==> config.mk <==
export PLATFORM = sky130hd
export DESIGN_NAME = mem_lsu_flat
export DESIGN_NICKNAME = d
export VERILOG_FILES = /design/src/rtl/mem_lsu_pkg.sv /design/src/rtl/mem_lsu_if.sv /design/src/rtl/mem_lsu_watchdog.sv /design/src/rtl/mem_lsu.sv /design/src/flat_wrapper.sv
export SDC_FILE = /design/constraint.sdc
export NUM_CORES = 1
export LEC_CHECK = 0
export BUFFER_PORTS_ARGS = -buffer_cell sky130_fd_sc_hd__buf_2
export CAP_MARGIN = 0
export CORE_AREA = 2 2 160 162
export CTS_CLUSTER_DIAMETER = 100
export DETAILED_ROUTE_END_ITERATION = 12
export DIE_AREA = 0 0 162 164
export GPL_ROUTABILITY_DRIVEN = 1
export GPL_TIMING_DRIVEN = 0
export PLACE_DENSITY = 0.54
export SYNTH_ARGS = -nofsm -noshare
export SYNTH_HDL_FRONTEND = slang
export SYNTH_SLANG_ARGS = --single-unit
==> constraint.sdc <==
create_clock -name clk -period 3.8 [get_ports clk]
set_input_delay 0.38 -clock clk [delete_from_list [all_inputs] [get_ports clk]]
set_output_delay 0.38 -clock clk [all_outputs]
set_load 0.02 [all_outputs]
==> src/rtl/mem_lsu_pkg.sv <==
// rtl/mem_lsu_pkg.sv - shared types for the MEM load/store stage
// Purpose: EXE->MEM and MEM->WB payload structs, write-back source select,
//          LSU FSM state encoding and byte-enable constants.
package mem_lsu_pkg;

  typedef enum logic [1:0] {
    WB_SRC_ALU = 2'd0,
    WB_SRC_MEM = 2'd1,
    WB_SRC_PC  = 2'd2
  } result_src_e;

  typedef struct packed {
    logic        register_write;
    logic        branch_taken;
    result_src_e result_src;
    logic        mem_store;
    logic        mem_load;
  } exe_ctrl_t;

  typedef struct packed {
    exe_ctrl_t   ctrl;
    logic [31:0] alu_result;
    logic [31:0] write_data;
    logic [4:0]  rd;
    logic [31:0] pc_inc;
    logic [31:0] branch_target;
  } exe_mem_inf_t;

  typedef struct packed {
    logic        register_write;
    result_src_e result_src;
  } wb_ctrl_t;

  typedef struct packed {
    wb_ctrl_t    ctrl;
    logic [31:0] alu_result;
    logic [31:0] read_data;
    logic [4:0]  rd;
    logic [31:0] pc_inc;
  } mem_wb_inf_t;

  typedef enum logic {
    IDLE = 1'b0,
    WAIT = 1'b1
  } lsu_state_e;

  localparam logic [3:0] BE_WORD = 4'hF;
  localparam logic [3:0] BE_NONE = 4'h0;

  function automatic logic is_access(input exe_ctrl_t c);
    return c.mem_load | c.mem_store;
  endfunction

endpackage

==> src/rtl/mem_lsu_if.sv <==
// rtl/mem_lsu_if.sv - data-memory req/ack bus between the LSU and memory
// Purpose: groups the dmem_* request/response signals.
// Ports (modport master = LSU side):
//   out dmem_req, dmem_we, dmem_addr[31:0], dmem_wdata[31:0], dmem_be[3:0]
//   in  dmem_ack, dmem_rdata[31:0]
interface mem_lsu_if;
  logic        dmem_req;
  logic        dmem_we;
  logic [31:0] dmem_addr;
  logic [31:0] dmem_wdata;
  logic [3:0]  dmem_be;
  logic        dmem_ack;
  logic [31:0] dmem_rdata;

  modport master (
    output dmem_req, dmem_we, dmem_addr, dmem_wdata, dmem_be,
    input  dmem_ack, dmem_rdata
  );

  modport slave (
    input  dmem_req, dmem_we, dmem_addr, dmem_wdata, dmem_be,
    output dmem_ack, dmem_rdata
  );
endinterface

==> src/rtl/mem_lsu_watchdog.sv <==
// rtl/mem_lsu_watchdog.sv - wait-state watchdog counter for the LSU
// Purpose: counts enabled cycles; expire is raised combinationally while
//          enabled with the count at TIMEOUT_CYCLES-1, and the count then restarts.
// Ports: clk, rst (sync, active-high), clear (force count to 0),
//        enable (count this cycle), expire (abort request).
module mem_lsu_watchdog #(
  parameter int TIMEOUT_CYCLES = 256
) (
  input  logic clk,
  input  logic rst,
  input  logic clear,
  input  logic enable,
  output logic expire
);

  logic [15:0] count;

  assign expire = enable && (count == 16'(TIMEOUT_CYCLES - 1));

  always_ff @(posedge clk) begin
    if (rst || clear || expire) begin
      count <= '0;
    end else if (enable) begin
      count <= count + 16'd1;
    end
  end

endmodule

==> src/rtl/mem_lsu.sv <==
// rtl/mem_lsu.sv - MEM pipeline stage: word load/store over req/ack bus
// Purpose: issues data-memory accesses from the EXE->MEM payload, stalls the
//          core while an access is outstanding, aborts unacknowledged accesses
//          via a watchdog, and registers results into the MEM->WB payload.
// Ports:
//   clk, rst            clock, synchronous active-high reset
//   exe_mem_inf         EXE->MEM payload (in)
//   mem_wb_inf          MEM->WB payload, registered (out)
//   mem_alu_result      forwarding value (out, comb)
//   branch_redirect     branch taken in MEM (out, comb)
//   branch_target       redirect target (out, comb)
//   mem_stall           freeze IF..EXE and the EXE->MEM register (out)
//   dmem                data-memory bus, mem_lsu_if.master
//   bus_err             one-cycle pulse after a watchdog abort (out)
//   misalign            one-cycle pulse after a misaligned access
//                       (only when MEM_MISALIGN_TRAP_EN is defined)
// Configuration: MEM_MISALIGN_TRAP_EN enables the misaligned-access trap;
//                otherwise the low address bits are dropped.
module mem_lsu
  import mem_lsu_pkg::*;
#(
  parameter int TIMEOUT_CYCLES = 256
) (
  input  logic          clk,
  input  logic          rst,
  input  exe_mem_inf_t  exe_mem_inf,
  output mem_wb_inf_t   mem_wb_inf,
  output logic [31:0]   mem_alu_result,
  output logic          branch_redirect,
  output logic [31:0]   branch_target,
  output logic          mem_stall,
  mem_lsu_if.master     dmem,
  output logic          bus_err
`ifdef MEM_MISALIGN_TRAP_EN
  ,
  output logic          misalign
`endif
);

  lsu_state_e state, state_nxt;
  logic       access;
  logic       misalign_hit;
  logic       access_ok;
  logic       req;
  logic       done;
  logic       abort;
  logic       wd_enable;
  logic       wd_clear;
  logic       wd_expire;

  assign access = is_access(exe_mem_inf.ctrl);

`ifdef MEM_MISALIGN_TRAP_EN
  assign misalign_hit = access && (exe_mem_inf.alu_result[1:0] != 2'b00);
`else
  assign misalign_hit = 1'b0;
`endif

  assign access_ok = access && !misalign_hit;

  assign mem_alu_result  = exe_mem_inf.alu_result;
  assign branch_redirect = exe_mem_inf.ctrl.branch_taken;
  assign branch_target   = exe_mem_inf.branch_target;

  // Address/data come straight from the EXE->MEM register, which the core
  // freezes while mem_stall is high, so they stay stable across WAIT.
  assign dmem.dmem_req   = req;
  assign dmem.dmem_we    = exe_mem_inf.ctrl.mem_store;
  assign dmem.dmem_addr  = {exe_mem_inf.alu_result[31:2], 2'b00};
  assign dmem.dmem_wdata = exe_mem_inf.write_data;
  assign dmem.dmem_be    = exe_mem_inf.ctrl.mem_store ? BE_WORD : BE_NONE;

  // Only WAIT cycles without an ack are counted; the IDLE issue cycle clears.
  assign wd_enable = (state == WAIT) && !dmem.dmem_ack;
  assign wd_clear  = (state != WAIT);

  mem_lsu_watchdog #(
    .TIMEOUT_CYCLES(TIMEOUT_CYCLES)
  ) u_watchdog (
    .clk    (clk),
    .rst    (rst),
    .clear  (wd_clear),
    .enable (wd_enable),
    .expire (wd_expire)
  );

  always_ff @(posedge clk) begin
    if (rst) begin
      state <= IDLE;
    end else begin
      state <= state_nxt;
    end
  end

  always_comb begin
    state_nxt = state;
    req       = 1'b0;
    mem_stall = 1'b0;
    done      = 1'b0;
    abort     = 1'b0;
    case (state)
      IDLE: begin
        if (access_ok) begin
          req = 1'b1;
          if (dmem.dmem_ack) begin
            done = 1'b1;
          end else begin
            mem_stall = 1'b1;
            state_nxt = WAIT;
          end
        end
      end
      WAIT: begin
        // An ack in the expiry cycle still completes the access normally.
        if (dmem.dmem_ack) begin
          req       = 1'b1;
          done      = 1'b1;
          state_nxt = IDLE;
        end else if (wd_expire) begin
          abort     = 1'b1;
          state_nxt = IDLE;
        end else begin
          req       = 1'b1;
          mem_stall = 1'b1;
        end
      end
      default: state_nxt = IDLE;
    endcase
    // Reset drops the request in the same cycle and discards the access.
    if (rst) begin
      state_nxt = IDLE;
      req       = 1'b0;
      mem_stall = 1'b0;
      done      = 1'b0;
      abort     = 1'b0;
    end
  end

  always_ff @(posedge clk) begin
    if (rst) begin
      mem_wb_inf <= '0;
      bus_err    <= 1'b0;
    end else begin
      // Stalled cycles become bubbles; aborted or trapped accesses never write back.
      mem_wb_inf.ctrl.register_write <= exe_mem_inf.ctrl.register_write &&
                                        !mem_stall && !abort && !misalign_hit;
      mem_wb_inf.ctrl.result_src     <= exe_mem_inf.ctrl.result_src;
      mem_wb_inf.alu_result          <= exe_mem_inf.alu_result;
      mem_wb_inf.rd                  <= exe_mem_inf.rd;
      mem_wb_inf.pc_inc              <= exe_mem_inf.pc_inc;
      if (done && exe_mem_inf.ctrl.mem_load) begin
        mem_wb_inf.read_data <= dmem.dmem_rdata;
      end
      bus_err <= abort;
    end
  end

`ifdef MEM_MISALIGN_TRAP_EN
  always_ff @(posedge clk) begin
    if (rst) begin
      misalign <= 1'b0;
    end else begin
      misalign <= misalign_hit;
    end
  end
`endif

endmodule
==> src/flat_wrapper.sv <==
// flat-port wrapper written by rule: the top's interface ports become plain ports
module mem_lsu_flat import mem_lsu_pkg::*;
#(
  parameter int TIMEOUT_CYCLES = 256
)
  (clk, rst, exe_mem_inf, mem_wb_inf, mem_alu_result, branch_redirect, branch_target, mem_stall, bus_err, dmem_dmem_req, dmem_dmem_we, dmem_dmem_addr, dmem_dmem_wdata, dmem_dmem_be, dmem_dmem_ack, dmem_dmem_rdata);
  mem_lsu_if dmem_i ();
  input  logic clk;
  input  logic rst;
  input  exe_mem_inf_t exe_mem_inf;
  output mem_wb_inf_t mem_wb_inf;
  output logic [31:0] mem_alu_result;
  output logic branch_redirect;
  output logic [31:0] branch_target;
  output logic mem_stall;
  output logic bus_err;
  output wire logic [$bits(dmem_i.dmem_req)-1:0] dmem_dmem_req;
  output wire logic [$bits(dmem_i.dmem_we)-1:0] dmem_dmem_we;
  output wire logic [$bits(dmem_i.dmem_addr)-1:0] dmem_dmem_addr;
  output wire logic [$bits(dmem_i.dmem_wdata)-1:0] dmem_dmem_wdata;
  output wire logic [$bits(dmem_i.dmem_be)-1:0] dmem_dmem_be;
  input wire logic [$bits(dmem_i.dmem_ack)-1:0] dmem_dmem_ack;
  input wire logic [$bits(dmem_i.dmem_rdata)-1:0] dmem_dmem_rdata;
  assign dmem_dmem_req = dmem_i.dmem_req;
  assign dmem_dmem_we = dmem_i.dmem_we;
  assign dmem_dmem_addr = dmem_i.dmem_addr;
  assign dmem_dmem_wdata = dmem_i.dmem_wdata;
  assign dmem_dmem_be = dmem_i.dmem_be;
  assign dmem_i.dmem_ack = dmem_dmem_ack;
  assign dmem_i.dmem_rdata = dmem_dmem_rdata;
  mem_lsu #(.TIMEOUT_CYCLES(TIMEOUT_CYCLES)) u_core (.clk(clk), .rst(rst), .exe_mem_inf(exe_mem_inf), .mem_wb_inf(mem_wb_inf), .mem_alu_result(mem_alu_result), .branch_redirect(branch_redirect), .branch_target(branch_target), .mem_stall(mem_stall), .dmem(dmem_i), .bus_err(bus_err));
endmodule
=== After elaboration in Yosys (flattened, before gate mapping) ===
Index checks and enable logic that the tools add are counted.

* Add/sub/neg operators: 1
* $mul: 0
* Div/mod/pow operators: 0
* Magnitude comparators: 0
* Equal/unequal tests: 1
* Shifts and indexed selects: 0
* Muxes and demuxes: 19
* Bitwise gates (word level): 2
* Reduce and logical (&&, ||, !) cells: 10

{| class="wikitable"
|+ Operators with widths
! operator !! number
|-
| $add 16x1->16 const B || 1
|-
| $eq 16x8->1 const B || 1
|-
| $mux 1 || 15
|-
| $pmux 1 s2 || 3
|-
| $logic_and 1x1->1 || 5
|-
| $mux 4 || 1
|-
| $logic_not 1->1 || 3
|-
| $logic_or 1x1->1 || 2
|-
| $not 1->1 || 1
|-
| $or 1x1->1 || 1
|}

* Flip-flop bits (word level): 122
* Bits in latches: 0
* Bits in writable memories: 0
* Bits in read-only memories: 0
* Input bits: 174
* Word-level logic and storage cells: 42
* Memories: 0

=== Logic depth before layout (Yosys ltp) ===
* Depth after elaboration: 10
* Depth in mapped cells: 6
* Depth with buffers taken out: 5

=== By module ===
From an unflattened synthesis, not the netlist that was laid out.

* Cell total of the unflattened synthesis: 526
* Area total of the unflattened synthesis: 5391.4 sq um

{| class="wikitable"
|+ By module, submodules not included
! module !! instances !! cells each !! area each (sq um) !! sequential area each (sq um)
|-
| mem_lsu || 1 || 445 || 4650.7 || 2122.0
|-
| mem_lsu_watchdog || 1 || 81 || 740.7 || 320.3
|}

=== Worst setup path before layout ===
No wires, ideal clock.

* Path type: register to output
* Start point: reg u_core.u_watchdog.count[0]
* End point: out dmem_dmem_req
* Arrival time: 1393 ps
* Required time: 3420 ps
* Path slack: 2027 ps
* Cell stages (with the launch flop): 6
* Cell sequence: dfxtp_1 > ha_1 > nand4_1 > nor3_1 > and2b_2 > nor2_1

* Longest elaborated chain between the ends: 6

{| class="wikitable"
|+ Ends and longest elaborated chain
! item !! RTL line !! text
|-
| start: declaration || mem_lsu_watchdog.sv:16 || <nowiki>logic [15:0] count;</nowiki>
|-
| start signal: assignment || mem_lsu_watchdog.sv:24 || <nowiki>count <= count + 16'd1;</nowiki>
|-
| $eq 16x8->1 || mem_lsu_watchdog.sv:18 || <nowiki>assign expire = enable && (count == 16'(TIMEOUT_CYCLES - 1));</nowiki>
|-
| $logic_and 1x1->1 || mem_lsu_watchdog.sv:18 ||
|-
| $mux 1 || mem_lsu.sv:119 || <nowiki>end else if (wd_expire) begin</nowiki>
|-
| $mux 1 || mem_lsu.sv:115 || <nowiki>if (dmem.dmem_ack) begin</nowiki>
|-
| $pmux 1 s2 || mem_lsu.sv:101 || <nowiki>case (state)</nowiki>
|-
| $mux 1 || mem_lsu.sv:130 || <nowiki>if (rst) begin</nowiki>
|-
| end: declaration || flat_wrapper.sv:17 || <nowiki>output wire logic [$bits(dmem_i.dmem_req)-1:0] dmem_dmem_req;</nowiki>
|}

Every way passes these cells.

=== Final worst setup path ===
Ends and elaborated chain as after synthesis.

==> results list <==
- Standard-cell row count: 58
- Sequential area share after synthesis: 49.7%
- For the worst setup path, the data arrival time is 2.16 ns.
- Leakage dissipation: 4.00 nW
- Clock tree synthesis inserted a total of 17 buffers.
- Antenna Nets Post-Route: 0
- Global route total overflow: 0
* Number of buffers between clock root and the deepest sink: 2
- The first routing iteration left 129 violations.
- Final setup TNS: 0 ns
- The number of slew-limit violations in the final report is 0.
* PortBufs: 347
- Synthesis handed over a netlist of 522 instances.
- The first global-routing pass estimated 21.6 mm of wire.
- Weighted congestion at the end of routability-driven global placement: 0.735
- Number of setup violations in the final report: 0
- Post-synthesis register bit count: 122
* Starting Density: 19.8%
- The final critical path takes up 67.0% of the cycle.
- Most frequent standard cell in the layout excluding fill and tap cells: sky130_fd_sc_hd__buf_2
- Layout Nets: 1,064
- Startpoint Class: flop
* Peak supply drop: 254 µV
- Synth warnings: 0
- The synthesized design spends more area on one cell type than any other, namely sky130_fd_sc_hd__dfxtp_1.
- Final WL: 14.7 mm
* Mean area per synthesized cell: 9.41 µm²
* Detail-routed net length per standard cell: 11.9 µm
- Run status: finished clean
- Summing all multi-input logic gate instances after layout gives 0.00137 mm².
* Antenna violations before repair: 2
- Hold Path Class: in -> reg
* Total standard cell area after synthesis: 0.00491 mm²
* Clock transition at the registers of the reported paths: 0.06 ns
* Sinks on Clock Net: 122
* Count of boundary I/O pins: 415
- Number of violations of the max-capacitance limit: 0
- Of the post-synthesis cell area, the dominant cell type holds 49.7%.
- Latest clock arrival within the worst-skew pair: 0.40 ns
- Across every metal layer, demand over resource in global routing totals 10.6%.
- STA puts the critical path data required time at 3.42 ns.
* Area of the die: 0.0266 mm²
* Root Driver: sky130_fd_sc_hd__clkbuf_16
- DRC errors left: 0
- The H-tree was split into 4 levels.
* Die Wd: 162 µm
* CP max FO: 8
- Normalized max-slew margin: 59.7%
- Height of the die: 164 µm
- Final Skew: 0.00677 ns
- Total number of vias: 4,416
* Core outline area: 0.0248 mm²
- Min cycle time layout: 2.54 ns
- In the final layout, the share of cells above drive strength 1 is 57.8%.
* Hold Buf Count CTS: 0
- Buffers inserted by post-CTS timing repair: 0
- # resized after CTS: 0
- Storage element area: 0.00244 mm²
* Worst setup path class: reg -> out
- At the pin with the least slew margin, the transition time is 0.604 ns.
- After synthesis, the netlist uses 32 different library cells.
- STA classifies the critical path endpoint as a primary output.
- After synthesis, the cell types taking the most area are sky130_fd_sc_hd__dfxtp_1 (50%), sky130_fd_sc_hd__buf_4 (21%), sky130_fd_sc_hd__nor2b_1 (9.3%).
- TritonCTS built the clock tree.
- Fill cell count: 2,726
- Total chip power: 3.59 mW
- Power spread over the standard cell area amounts to 468 mW/mm².
* Leading cell types in the layout, fill and taps excluded: sky130_fd_sc_hd__buf_2 (347), sky130_fd_sc_hd__buf_4 (135), sky130_fd_sc_hd__dfxtp_1 (122)
- Setup repair after global routing missed its margin: no
* Upper clock frequency limit: 393 MHz
- The final number of hold-violating endpoints is 0.
* Maximum number of pins on one net before global-route repair: 17
- Detail-routed via count per cell: 3.58
* Number of global-route vias before repair: 4,005
- HPWL reported at the end of detailed placement: 11.9 mm
* First-pass detailed-route iteration total: 4
- Compared with the post-synthesis result, the final layout area differs by 56.3%.
stage by stage:
stage | hold WS, ns | std cells | setup WS (ns) | utilization (%) | instance area [µm²]
2_1_floorplan | 0.479 | 523 | 2.03 | - | 4910
3_3_place_gp | 0.440 | 1200 | 1.69 | 28.5 | 7060
3_5_place_dp | 0.443 | 1200 | 1.69 | 28.5 | 7060
4_1_cts | 0.126 | 1232 | 1.23 | 30.9 | 7670
5_1_grt | 0.150 | 1232 | 1.11 | 30.9 | 7670
6_report | 0.155 | 1233 | 1.26 | 30.9 | 7680
area by class of cell:
type | count | area share, %
timing repair buffer | 347 | 22.6
clock buffer | 18 | 5.72
sequential | 122 | 31.8
inverter | 3 | 0.147
clock inverter | 14 | 2.23
buffer | 154 | 14.2
tap | 330 | 5.38
antenna | 1 | 0.0326
multi-input combinational | 244 | 17.8
metal layers:
metal  GRT usage [%]  vias up  wire length, µm
li1                -     2246                -
met1            12.2     1948             5840
met2            18.3      213             7420
met3            3.89        7             1310
met4            3.14        2              129
met5               0        -               13
synthesized netlist by cell type:
| cell | n |
|---|---|
| sky130_fd_sc_hd__buf_4 | 135 |
| sky130_fd_sc_hd__dfxtp_1 | 122 |
| sky130_fd_sc_hd__nor2b_1 | 73 |
| sky130_fd_sc_hd__nand2_1 | 69 |
| sky130_fd_sc_hd__nand3_1 | 37 |
| sky130_fd_sc_hd__nor2_1 | 17 |
| sky130_fd_sc_hd__clkbuf_1 | 16 |
| sky130_fd_sc_hd__xnor2_1 | 12 |
| sky130_fd_sc_hd__nor3_1 | 7 |
| sky130_fd_sc_hd__nor4_1 | 6 |
| sky130_fd_sc_hd__nand4_1 | 3 |
| sky130_fd_sc_hd__buf_1 | 2 |
| sky130_fd_sc_hd__inv_1 | 2 |
| sky130_fd_sc_hd__mux2i_1 | 2 |
| sky130_fd_sc_hd__xor2_1 | 2 |
| sky130_fd_sc_hd__a21oi_1 | 1 |
| sky130_fd_sc_hd__and2_1 | 1 |
| sky130_fd_sc_hd__and2b_2 | 1 |
| sky130_fd_sc_hd__and3_1 | 1 |
| sky130_fd_sc_hd__buf_6 | 1 |
| sky130_fd_sc_hd__clkinv_1 | 1 |
| sky130_fd_sc_hd__conb_1 | 1 |
| sky130_fd_sc_hd__ha_1 | 1 |
| sky130_fd_sc_hd__nand3b_1 | 1 |
| sky130_fd_sc_hd__nand4_4 | 1 |
| sky130_fd_sc_hd__nand4b_1 | 1 |
| sky130_fd_sc_hd__nor3b_1 | 1 |
| sky130_fd_sc_hd__nor4_2 | 1 |
| sky130_fd_sc_hd__nor4_4 | 1 |
| sky130_fd_sc_hd__o211a_1 | 1 |
| sky130_fd_sc_hd__o41ai_4 | 1 |
| sky130_fd_sc_hd__or2_2 | 1 |
state kept, by name (all words and copies together), names as in the netlist:
register,count
u_core.bus_err,1
u_core.mem_wb_inf,104
u_core.u_watchdog.count,16
u_core.state,1
critical path, stage by stage (launching register included):
cell                      delay (ns)
sky130_fd_sc_hd__dfxtp_1        0.40
sky130_fd_sc_hd__ha_1           0.20
sky130_fd_sc_hd__nand4_1        0.37
sky130_fd_sc_hd__nor3_1         0.40
sky130_fd_sc_hd__and2b_2        0.21
sky130_fd_sc_hd__nor2_1         0.03
sky130_fd_sc_hd__buf_2          0.15
power breakdown:
group / total, mW / switching [mW] / internal [mW]
combinational: 0.565 / 0.318 / 0.247
sequential: 1.36 / 0.0181 / 1.34
clock: 1.67 / 0.620 / 1.05
logic make-up after synthesis:
family,after synthesis,share of synthesized area [%]
xor+xnor,14,2.50
compound gates,3,0.866
buf+inv,157,22.5
mux,2,0.408
flops,122,49.7
simple gates,222,23.7
other cells,1,0.0764
fa+ha+maj,1,0.255
worst paths after layout:
kind / from / to / slack (ns) / cells after the start
setup / recovery: u_core.u_watchdog.count[0] / dmem_dmem_req / 1.26 / 6
hold / removal: dmem_dmem_rdata[1] / u_core.mem_wb_inf[38] / 0.15 / 3
setup reg to reg: u_core.u_watchdog.count[0] / u_core.u_watchdog.count[5] / 1.87 / 5
hold reg to reg: u_core.mem_wb_inf[68] / u_core.mem_wb_inf[68] / 0.45 / 2
Note: power is estimated with default switching activity, not from simulation.
